--- src/rtl/reaction_ctrl.sv ---
// Reaction-timer sequencer: greeting, random wait, stimulus LED, BCD ms count, result hold.
// Latency: all outputs registered, one clk after the deciding input/tick; no backpressure, pulses are never stalled.
module reaction_ctrl #(
    parameter int TICK_DIV      = 100000,
    parameter int DELAY_BASE_MS = 2000,
    parameter int RAND_BITS     = 12,
    parameter int MAX_MS        = 1000
) (
    input  logic       clk,
    input  logic       reset,
    input  logic       start,
    input  logic       stop,
    input  logic       clear,
    output logic       led,
    output logic       active,
    output logic       mesg,
    output logic [3:0] hex3,
    output logic [3:0] hex2,
    output logic [3:0] hex1,
    output logic [3:0] hex0,
    output logic [3:0] dp_in
);

    localparam int TW = (TICK_DIV > 1) ? $clog2(TICK_DIV) : 1;
    localparam int DW = $clog2(DELAY_BASE_MS + (1 << RAND_BITS));
    localparam logic [15:0] MAX_BCD = {4'((MAX_MS / 1000) % 10), 4'((MAX_MS / 100) % 10),
                                       4'((MAX_MS / 10) % 10),   4'(MAX_MS % 10)};

    typedef enum logic [1:0] {IDLE, WAIT, TIME, DONE} state_t;

    state_t          state, nxt_state;
    logic [15:0]     lfsr;
    logic [TW-1:0]   tick_cnt;
    logic            tick;
    logic [DW-1:0]   delay_cnt, nxt_delay;
    logic [15:0]     count, nxt_count, inc_count;
    logic            nxt_led, nxt_active, nxt_mesg;
    logic [3:0]      nxt_dp;

    assign count = {hex3, hex2, hex1, hex0};
    assign tick  = (tick_cnt == TW'(TICK_DIV - 1));

    function automatic logic [15:0] bcd_inc(input logic [15:0] v);
        logic [15:0] r;
        logic        c;
        r = v;
        c = 1'b1;
        for (int i = 0; i < 4; i++) begin
            if (c) begin
                if (r[4*i +: 4] == 4'd9) begin
                    r[4*i +: 4] = 4'd0;
                end else begin
                    r[4*i +: 4] = r[4*i +: 4] + 4'd1;
                    c = 1'b0;
                end
            end
        end
        return r;
    endfunction

    assign inc_count = bcd_inc(count);

    always_comb begin
        nxt_state  = state;
        nxt_led    = led;
        nxt_active = active;
        nxt_mesg   = mesg;
        nxt_count  = count;
        nxt_dp     = dp_in;
        nxt_delay  = delay_cnt;
        unique case (state)
            IDLE: begin
                if (start) begin
                    nxt_state  = WAIT;
                    nxt_delay  = DW'(DELAY_BASE_MS) + DW'(lfsr[RAND_BITS-1:0]);
                    nxt_active = 1'b0;
                    nxt_mesg   = 1'b0;
                end
            end
            WAIT: begin
                if (stop) begin
                    nxt_state  = DONE;
                    nxt_count  = 16'h9999;
                    nxt_dp     = 4'b0111;
                    nxt_active = 1'b1;
                end else if (tick) begin
                    if (delay_cnt <= DW'(1)) begin
                        nxt_state  = TIME;
                        nxt_delay  = '0;
                        nxt_count  = 16'h0000;
                        nxt_led    = 1'b1;
                        nxt_active = 1'b1;
                        nxt_dp     = 4'b0111;
                    end else begin
                        nxt_delay = delay_cnt - DW'(1);
                    end
                end
            end
            TIME: begin
                // stop outranks a coincident tick, so the frozen value excludes it
                if (stop) begin
                    nxt_state = DONE;
                    nxt_led   = 1'b0;
                end else if (tick) begin
                    nxt_count = inc_count;
                    if (inc_count == MAX_BCD) begin
                        nxt_state = DONE;
                        nxt_led   = 1'b0;
                    end
                end
            end
            DONE: begin
            end
            default: nxt_state = IDLE;
        endcase
        if (clear) begin
            nxt_state  = IDLE;
            nxt_led    = 1'b0;
            nxt_active = 1'b1;
            nxt_mesg   = 1'b1;
            nxt_count  = 16'h0000;
            nxt_dp     = 4'b1111;
            nxt_delay  = '0;
        end
    end

    always_ff @(posedge clk or posedge reset) begin
        if (reset) begin
            state                  <= IDLE;
            led                    <= 1'b0;
            active                 <= 1'b1;
            mesg                   <= 1'b1;
            {hex3, hex2, hex1, hex0} <= 16'h0000;
            dp_in                  <= 4'b1111;
            delay_cnt              <= '0;
        end else begin
            state                  <= nxt_state;
            led                    <= nxt_led;
            active                 <= nxt_active;
            mesg                   <= nxt_mesg;
            {hex3, hex2, hex1, hex0} <= nxt_count;
            dp_in                  <= nxt_dp;
            delay_cnt              <= nxt_delay;
        end
    end

    // Restarting on every state entry makes the first tick land TICK_DIV cycles in
    always_ff @(posedge clk or posedge reset) begin
        if (reset) begin
            tick_cnt <= '0;
        end else if (nxt_state != state || tick) begin
            tick_cnt <= '0;
        end else begin
            tick_cnt <= tick_cnt + TW'(1);
        end
    end

    always_ff @(posedge clk or posedge reset) begin
        if (reset) begin
            lfsr <= 16'hACE1;
        end else begin
            lfsr <= {lfsr[14:0], lfsr[15] ^ lfsr[13] ^ lfsr[12] ^ lfsr[10]};
        end
    end

endmodule
--- config.mk ---
export PLATFORM = sky130hd
export DESIGN_NAME = reaction_ctrl
export DESIGN_NICKNAME = d
export VERILOG_FILES = /design/src/rtl/reaction_ctrl.sv
export SDC_FILE = /design/constraint.sdc
export NUM_CORES = 1
export LEC_CHECK = 0
export ABC_AREA = 1
export BUFFER_PORTS_ARGS = -buffer_cell sky130_fd_sc_hd__buf_2
export CAP_MARGIN = 10
export CORE_UTILIZATION = 35
export DETAILED_ROUTE_END_ITERATION = 8
export HOLD_SLACK_MARGIN = 0.12
export PLACE_DENSITY = 0.54
export SYNTH_ARGS = -nofsm -noshare
export SYNTH_HDL_FRONTEND = slang
export SYNTH_SLANG_ARGS = --single-unit
--- constraint.sdc ---
create_clock -name clk -period 2 [get_ports clk]
set_input_delay 0.2 -clock clk [delete_from_list [all_inputs] [get_ports clk]]
set_output_delay 0.2 -clock clk [all_outputs]
set_load 0.02 [all_outputs]
Word-level counts from Yosys, hierarchy flattened
Index checks and enable logic that the tools add are counted.
{ "word_totals": {"register_bits": 71, "in_bits": 5, "out_inout_bits": 23, "elab_cells": 111} }
{ "classes": {"add_sub_neg": 7, "n_lt_le_gt_ge": 1, "n_eq_ne": 19, "mux": 54, "bitwise": 3, "reduce_logical": 15} }
{ "op_table": {"columns": ["operator", "count"], "rows": [
  ["$mux W16", 6],
  ["$mux W13", 5],
  ["$mux W4", 12],
  ["$pmux W16 S2", 1],
  ["$pmux W13 S2", 1],
  ["$ne A3 B3 Y1 const B", 6],
  ["$add A17 B1 Y17 const B", 1],
  ["$eq A17 B17 Y1 const B", 1],
  ["$mux W1", 17],
  ["$mux W17", 1],
  ["$add A4 B1 Y4 const B", 4],
  ["$eq A16 B13 Y1 const B", 1],
  ["$eq A4 B4 Y1 const B", 4],
  ["$mux W2", 8],
  ["$ne A4 B4 Y1 const B", 4],
  ["$add A11 B12 Y13 const A", 1],
  ["$le A13 B1 Y1 const B", 1],
  ["$sub A13 B1 Y13 const B", 1],
  ["$reduce_bool A3 Y1", 4],
  ["$reduce_and A4 Y1", 2],
  ["$pmux W2 S3", 1],
  ["$reduce_and A6 Y1", 1],
  ["$reduce_bool A2 Y1", 3],
  ["$reduce_and A5 Y1", 1],
  ["9 further kinds", 12]
]} }

Longest topological paths before layout
Gate-level depths: netlist of the first run.
{ "logic_depth": {"word_depth": 14, "mapped_depth": 18, "mapped_depth_nobuf": 17} }

Worst setup path after synthesis of the first run
No wires, ideal clock.
{ "synth_path": {"path_type": "register to register", "from": "register hex0[2]", "to": "register tick_cnt[14]", "setup_time_ns": 0.125, "arrival_ns": 1.878, "t_required_ns": 1.875, "path_slack_ns": -0.003, "path_stages_with_launch": 18, "path_buffers": 1, "period_less_slack_ns": 2.003, "path_cell_list": "dfrtp_1 -> inv_2 -> nand2_2 -> nor2_4 -> nand2_4 -> nand2_1 -> nand2_2 -> nor2_2 -> nand2_1 -> nor2_1 -> nand3_1 -> nand2_1 -> nand2_2 -> nand2_2 -> nand2_2 -> nand3_4 -> buf_12 -> nor2_4"} }
{ "synth_between": {"elab_chain_cells": 14, "elab_cells_between_ends": 18, "classes_between": "add/sub: 1; eq/ne: 3; mux: 13; reduce/logical: 1"} }
{ "synth_lines": {"columns": ["item", "line_no", "text"], "rows": [
  ["from (decl)", "20", "output logic [3:0] hex0,"],
  ["from (signal assigned)", "141", "{hex3, hex2, hex1, hex0} <= nxt_count;"],
  ["$eq A4 B4 Y1", "50", "if (r[4*i +: 4] == 4'd9) begin"],
  ["$mux W1", "50", null],
  ["$mux W1 (2 in series)", "49", "if (c) begin"],
  ["$mux W4", "49", null],
  ["$eq A16 B13 Y1 *", "106", "if (inc_count == MAX_BCD) begin"],
  ["$mux W2 *", "106", null],
  ["$mux W2 *", "104", "end else if (tick) begin"],
  ["$mux W2 *", "101", "if (stop) begin"],
  ["$pmux W2 S3 *", "71", "unique case (state)"],
  ["$mux W2 *", "116", "if (clear) begin"],
  ["via nxt_state[0]", "31", "state_t state, nxt_state;"],
  ["$ne A2 B2 Y1 *", "151", "end else if (nxt_state != state || tick) begin"],
  ["$logic_or A1 B1 Y1 *", "151", null],
  ["$mux W17 *", "151", null],
  ["to (signal assigned)", "154", "tick_cnt <= tick_cnt + TW'(1);"],
  ["to (decl)", "33", "logic [TW-1:0] tick_cnt;"]
]} }
The timed path passes the listed nets; every way through them passes the cells marked *.
A chain may end at the register's enable or synchronous reset.

Final worst setup path of the first run
{ "layout_path": {"from": "register hex0[1]", "to": "register tick_cnt[5]"} }
Same word-level chain as after synthesis.

==> flow_metrics.env, run 1 <==
export IMPL_yosys_register_bits=68
export IMPL_regToRegEndpoint="tick_cnt[5]"
export IMPL_final_net_count=597
export IMPL_switching_share_of_power_pct=33.8
export IMPL_r2r_cells=15
export IMPL_drt_first_pass_iters=5
export IMPL_final_layout_size_suffix_gt1_share_pct=31.2
export IMPL_drc=0
export IMPL_worstPathArrival_ps=2310
export IMPL_vdd_drop_max_mv=0.457
export IMPL_worst_setup_path_type="flip-flop to flip-flop"
export IMPL_synth_distinct_cells=36
export IMPL_rr_startpoint="hex0[1]"
export IMPL_initialDrtViolationCount=269
export IMPL_use_met3_pct=3.62
export IMPL_globalRouteOverflowTotal=0
export IMPL_insertion_delay_ps=340
export IMPL_grt_met1_usage_pct=24.1
export IMPL_rsz0062_at_grt="yes"
export IMPL_ant_nets=0
export IMPL_post_route_util_pct=47.2
export IMPL_maxSlewViolCount=0
export IMPL_io_pins=28
export IMPL_startpoint_type="flip-flop"
export IMPL_floorplan_rows=38
export IMPL_violations="negative setup slack"
export IMPL_clock_power_share_pct=36.5
export IMPL_count_of_input_and_output_buffers=24
export IMPL_post_synth_instance_area_sq_um=3960
export IMPL_num_antenna_cells=0
export IMPL_dieArea_sq_um=11700
export IMPL_first_global_vias=3423
export IMPL_cp_max_fo=6
export IMPL_finalHoldViolCount=0
export IMPL_dp_hpwl_microns=6740
export IMPL_clk_path_buf_depth=2
export IMPL_cts_root_buf="clkbuf_16"
export IMPL_route_detailed_wl_per_inst_microns=13.0
export IMPL_final_fill_count=1054
export IMPL_reg2reg_setup_slack_ps=-80
export IMPL_gp_congestion=0.853
export IMPL_grt_antenna_before_repair=0
export IMPL_finalSetupTns_ps=-1120
export IMPL_chipWidth_microns=108
export IMPL_power_density_cell_area_nw_per_um2=995
export IMPL_total_leakage_power_nw=2.43
export IMPL_sw_power_w=0.00174
export IMPL_ctsHtreeMaxLevel=3
export IMPL_min_delay_path_class="input pin to flip-flop"
export IMPL_min_period_over_period_pct=104
export IMPL_vias_per_cell=4.82
export IMPL_die_height_microns=108
export IMPL_maxClockFrequency_ghz=0.480
export IMPL_postLayoutSetupSlackWorst_ps=-84.4
export IMPL_timing_critical_path_to="tick_cnt[5]"
export IMPL_grt_max_degree=51
export IMPL_setup_violations_final=17
export IMPL_synth_seq_area_share_pct=43.3
export IMPL_grt_use_met2_pct=27.3
export IMPL_power_combinational_fraction_pct=31.4
export IMPL_synth_largest_type_area_fraction_pct=36.0
export IMPL_cts_tree="yes"
export IMPL_cell_internal_pwr_w=0.00340
export IMPL_worst_setup_path_end_kind="flip-flop"
export IMPL_initial_core_util_pct=36.2
export IMPL_synth_yosys_warnings=0
export IMPL_timing_clock_skew_ps=5.51
export IMPL_route_vias_total=3534
export IMPL_area_growth_pct=30.4
export IMPL_grt_busiest_layer="met2"
export IMPL_power_frac_seq_pct=32.1
export IMPL_core_area_sq_um=10900
export IMPL_routed_wirelength_microns=9510
export IMPL_run_status="finished, violations left"
export IMPL_cts_made_buffers=9
export IMPL_grt_use_total_pct=17.6
export IMPL_first_pass_grt_wire_length_microns=16100
export IMPL_post_layout_total_power_w=0.00514
export IMPL_numClockSinks=68
export IMPL_synth_largest_area_cell="dfrtp_1"
export IMPL_cts_reportedPaths_clkPinSlew_ps=60
export IMPL_drv_cap=0
export IMPL_cp_required_ps=2220
export IMPL_startpoint="hex0[1]"
export IMPL_synth_avg_cell_area_sq_um=7.89
export IMPL_period_needed_ps=2080
export IMPL_post_synth_inst_count=502
export IMPL_cell_types_with_the_largest_area_share_after_synthesis="dfrtp_1 (36%), nand2_1 (10%), dfstp_2 (7.3%)"
[what timing repair did]
| item | in CTS | in global routing |
|---|---|---|
| gates cloned | 0 | 1 |
| resized for setup | 6 | 38 |
| pin swaps | 4 | 22 |
| hold buffers | 1 | 0 |
| buffers inserted | 4 | 5 |
| setup endpoints to repair | 17 | 46 |
| endpoints found under the hold margin | 11 | 0 |
[cell usage in the layout (no fill, tap or decap), types with 15 or more instances in the layout]
cell     count
buf_4       53
xor2_1      19
dfrtp_1     53
nand2_1    102
nand2_2     15
nand3_1     30
buf_2       24
nor2_1      39
nor2_4      20
o21ai_0     33
inv_1       59
[layout make-up]
type | instances | area, sq um | area share [%]
clock buffers | 9 | 225 | 4.36
clock inverters | 7 | 124 | 2.40
inverters | 69 | 263 | 5.09
multi-input cells | 356 | 2020 | 39.1
flip-flops and latches | 68 | 1720 | 33.3
well taps | 140 | 175 | 3.39
repair buffers | 84 | 636 | 12.3
[synthesized netlist by cell type, drive strengths merged]
cell,n
a21oi,14
a22oi,3
a31oi,5
a32oi,2
buf,8
clkbuf,3
clkinv,3
conb,1
dfrtp,57
dfstp,11
ha,4
inv,66
nand2,119
nand3,35
nand3b,2
nand4,8
nor2,73
nor3,6
nor4,1
o21ai,39
o22ai,13
o31ai,1
or2,3
xnor2,6
xor2,19
[per-layer routing]
metal | up-vias | wire length (microns)
met2 | 74 | 4270
met3 | 10 | 452
met4 | 0 | 146
met5 | - | 0
met1 | 1662 | 4640
li1 | 1788 | -
[worst max-delay path, cell delays in order, from the launching register on]
cell,delay (ps)
dfrtp_2,450
inv_2,80
nand2_2,60
nor2_4,210
nand2_4,120
nand2_1,80
nand2_1,80
nor3_2,180
nand3_1,120
nand2_2,80
nand2_2,60
nand2_2,70
nand2_2,60
nand3_4,110
clkbuf_16,170
nor2_1,40
[per-stage QoR]
step           worst slack (ps)  hold slack [ps]  cells  instance area, sq um
2_1_floorplan           -0.0269              333    504                  3970
3_3_place_gp              -63.3              223    706                  4590
4_1_cts                   -52.2              188    727                  5000
3_5_place_dp              -74.7              236    706                  4590
5_1_grt                    -240              234    733                  5160
6_report                  -84.4              193    733                  5160
[flip-flops by register name (all words and copies together) (netlist names)]
name       count
hex1           4
tick_cnt      17
delay_cnt     13
active         1
lfsr          16
led            1
mesg           1
hex0           4
hex3           4
hex2           4
state          2
dp_in          1
[worst min path at each step]
stage	from	endpoint	slack, ps	cells past startpoint
after floorplan	lfsr[14]	lfsr[15]	330	0
after global placement	reset	delay_cnt[10]	220	2
after detailed placement	reset	delay_cnt[7]	240	2
after CTS	start	mesg	190	4
after global routing	start	mesg	230	4
final	start	mesg	190	4
[cell families (layout without fill, tap and decap cells)]
group                    count (synthesis)  count (layout)  share of synthesized area (%)
AO/OA/AOI/OAI                           77              77                           10.7
flip-flops                              68              68                           43.3
AND/OR/NAND/NOR                        247             247                           30.5
other                                    1               3                         0.0947
buffers and inverters                   80             169                           8.56
adder cells (fa/ha/maj)                  4               4                           1.26
XOR/XNOR                                25              25                           5.53
[power by group through the flow]
stage	Sequential [W]	Clock (W)	Combinational [W]
floorplan	0.00170	0	0.000933
global placement	0.00166	0	0.00143
detailed placement	0.00167	0	0.00144
CTS	0.00164	0.00191	0.00148
global route	0.00167	0.00197	0.00180
finish	0.00165	0.00188	0.00161
Note: power is estimated with default switching activity, not from simulation.
==> inputs of run 2 (changes only) <==
- clock period: 2 -> 1.9 ns (I/O delays scaled with it)
==> run 2 against run 1 <==
The run still ends with negative setup slack left; critical path depth increased by 2; clock skew increased by 0.64 ps; global-route usage increased by 0.078 points; combinational power increased by 14%; non-clock buffer count increased by 31; hold slack improved by 23 ps; clock power decreased by 18%; utilization increased by 1.7 points; total power decreased by 0.25%; cell area increased by 3.6%; sequential cell count unchanged; critical endpoint is now tick_cnt[4].
==> flow_metrics.env, run 2 (synthesis gave the netlist of run 1 again) <==
export IMPL_finalNonFillerCells=764
export IMPL_numClockSinks=68
export IMPL_startpoint_type="flip-flop"
export IMPL_core_area_sq_um=10900
export IMPL_ant_nets=0
export IMPL_run_status="finished, violations left"
export IMPL_crit_path_frequent_cell="nand2_2"
export IMPL_min_delay_path_class="input pin to flip-flop"
export IMPL_first_pass_grt_wire_length_microns=15900
export IMPL_globalRouteOverflowTotal=0
export IMPL_post_route_util_pct=48.9
export IMPL_grt_use_total_pct=17.7
export IMPL_routed_wirelength_microns=9340
export IMPL_first_global_vias=3478
export IMPL_worstHoldPathCells=4
export IMPL_min_period_over_period_pct=113
export IMPL_area_growth_pct=35.1
export IMPL_route_detailed_wl_per_inst_microns=12.2
export IMPL_worst_setup_path_end_kind="flip-flop"
export IMPL_post_layout_total_power_w=0.00513
export IMPL_placed_cells_incl_taps=739
export IMPL_r2r_cells=17
export IMPL_worst_setup_path_type="flip-flop to flip-flop"
export IMPL_vdd_drop_max_mv=0.422
export IMPL_pre_cts_ws_ps=-163
export IMPL_power_density_cell_area_nw_per_um2=959
export IMPL_largest_registers="tick_cnt x17, lfsr x16, delay_cnt x13"
export IMPL_cts_made_buffers=9
export IMPL_dp_hpwl_microns=7000
export IMPL_postLayoutSetupSlackWorst_ps=-239
export IMPL_timing_clock_skew_ps=6.15
export IMPL_critical_path_max_stage_delay_ps=430
export IMPL_maxSlewHeadroom_pct=60.0
export IMPL_final_layout_size_suffix_gt1_share_pct=36.7
export IMPL_chipWidth_microns=108
export IMPL_floorplan_rows=38
export IMPL_grt_max_degree=33
export IMPL_final_common_cell="nand2_1"
export IMPL_critical_path_cell_chain="inv_2 -> nand2_4 -> nor2_4 -> nand3_4 -> buf_4 -> nor2_2 -> nor2_2 -> nand2_1 -> nor2_1 -> nand3_1 -> nand2_2 -> nand2_2 -> nand2_2 -> nand2_2 -> nand3_4 -> buf_12 -> nor2_1"
export IMPL_cts_reportedPaths_clkPinSlew_ps=60
export IMPL_drv_cap=0
export IMPL_ctsHtreeMaxLevel=3
export IMPL_largest_register_ff_count=17
export IMPL_finalHoldViolCount=0
export IMPL_final_net_count=628
export IMPL_maxClockFrequency_ghz=0.467
export IMPL_total_leakage_power_nw=2.54
export IMPL_cp_required_ps=2170
export IMPL_cp_max_fo=8
export IMPL_drt_first_pass_iters=4
export IMPL_layout_common_cells="nand2_1 (101), buf_4 (84), inv_1 (55), dfrtp_1 (49), nor2_1 (40)"
export IMPL_period_needed_ps=2140
export IMPL_cts_root_buf="clkbuf_16"
export IMPL_initialDrtViolationCount=187
export IMPL_die_height_microns=108
export IMPL_dieArea_sq_um=11700
export IMPL_insertion_delay_ps=340
export IMPL_route_vias_total=3569
export IMPL_timing_critical_path_slowest_stage_cell="dfrtp_2"
export IMPL_maxSlewViolCount=0
export IMPL_most_flops_register="tick_cnt"
export IMPL_cts_tree="yes"
export IMPL_num_antenna_cells=0
export IMPL_violations="negative setup slack"
export IMPL_count_of_input_and_output_buffers=24
export IMPL_worstPathArrival_ps=2410
export IMPL_clk_path_buf_depth=2
export IMPL_initial_core_util_pct=36.2
export IMPL_gp_congestion=0.826
export IMPL_tightest_slew_ps=599
export IMPL_final_fill_count=1081
export IMPL_rsz0062_at_grt="yes"
export IMPL_vias_per_cell=4.67
export IMPL_setup_violations_final=20
export IMPL_io_pins=28
export IMPL_drc=0
export IMPL_grt_antenna_before_repair=0
==> run 2: cell count changes in the layout (fill, tap and decap cells not counted), sizes merged <==
cell / change
buf: +32
bufinv: -3
clkinvlp: +2
clkinv: -1
inv: +1
==> run 2: critical path: cells and delay by family (launching register included) <==
kind,cells,cell delay [ps]
buf+inv,3,420
simple gates,14,1220
flops,1,430
==> run 2: path summary, 6_finish.rpt <==
path                          start           end  slack [ps]
min                           start          mesg         220
max reg2reg                 hex0[2]   tick_cnt[4]        -240
max in group asynchronous     reset          mesg         790
min reg2reg                lfsr[14]      lfsr[15]         370
max                         hex0[2]   tick_cnt[4]        -240
min in group asynchronous     reset  delay_cnt[8]         470
==> run 2: stage by stage <==
stage / cell area (sq um) / hold WS, ps / setup TNS (ps)
6_report: 5350 / 216 / -3740
4_1_cts: 5220 / 214 / -2540
5_1_grt: 5350 / 243 / -6290
3_3_place_gp: 4870 / 300 / -1820
3_5_place_dp: 4870 / 301 / -2980
2_1_floorplan: 3990 / 333 / -542
==> run 2: final cells by class <==
cell class	count	area, sq um	share of cell area (%)
clock buffer	10	239	4.47
clock inverter	6	38.8	0.725
tap	140	175	3.28
multi-input combinational	356	2040	38.1
timing repair buffer	115	863	16.1
sequential	68	1730	32.3
inverter	69	269	5.03
==> run 2: what timing repair did <==
action,CTS,global route
gates resized for setup,14,33
hold buffers,1,0
pin swaps,6,9
gates cloned,0,0
buffers inserted,4,4
endpoints found under the hold margin,19,0
setup endpoints to repair,40,50
==> run 2: per-layer routing <==
| layer | wire [microns] | global-route usage (%) | vias to the layer above |
|---|---|---|---|
| li1 | - | - | 1844 |
| met1 | 4590 | 22.9 | 1664 |
| met3 | 283 | 3.50 | 10 |
| met5 | 0 | 0 | - |
| met2 | 4290 | 28.0 | 51 |
| met4 | 184 | 8.78 | 0 |
==> run 2: where the power goes <==
| part | internal, W | leakage (nW) | switching, W |
|---|---|---|---|
| clock network | 0.000914 | 0.135 | 0.000630 |
| logic | 0.000796 | 1.53 | 0.00104 |
| registers | 0.00161 | 0.872 | 0.000136 |
| total | 0.00332 | 2.54 | 0.00181 |
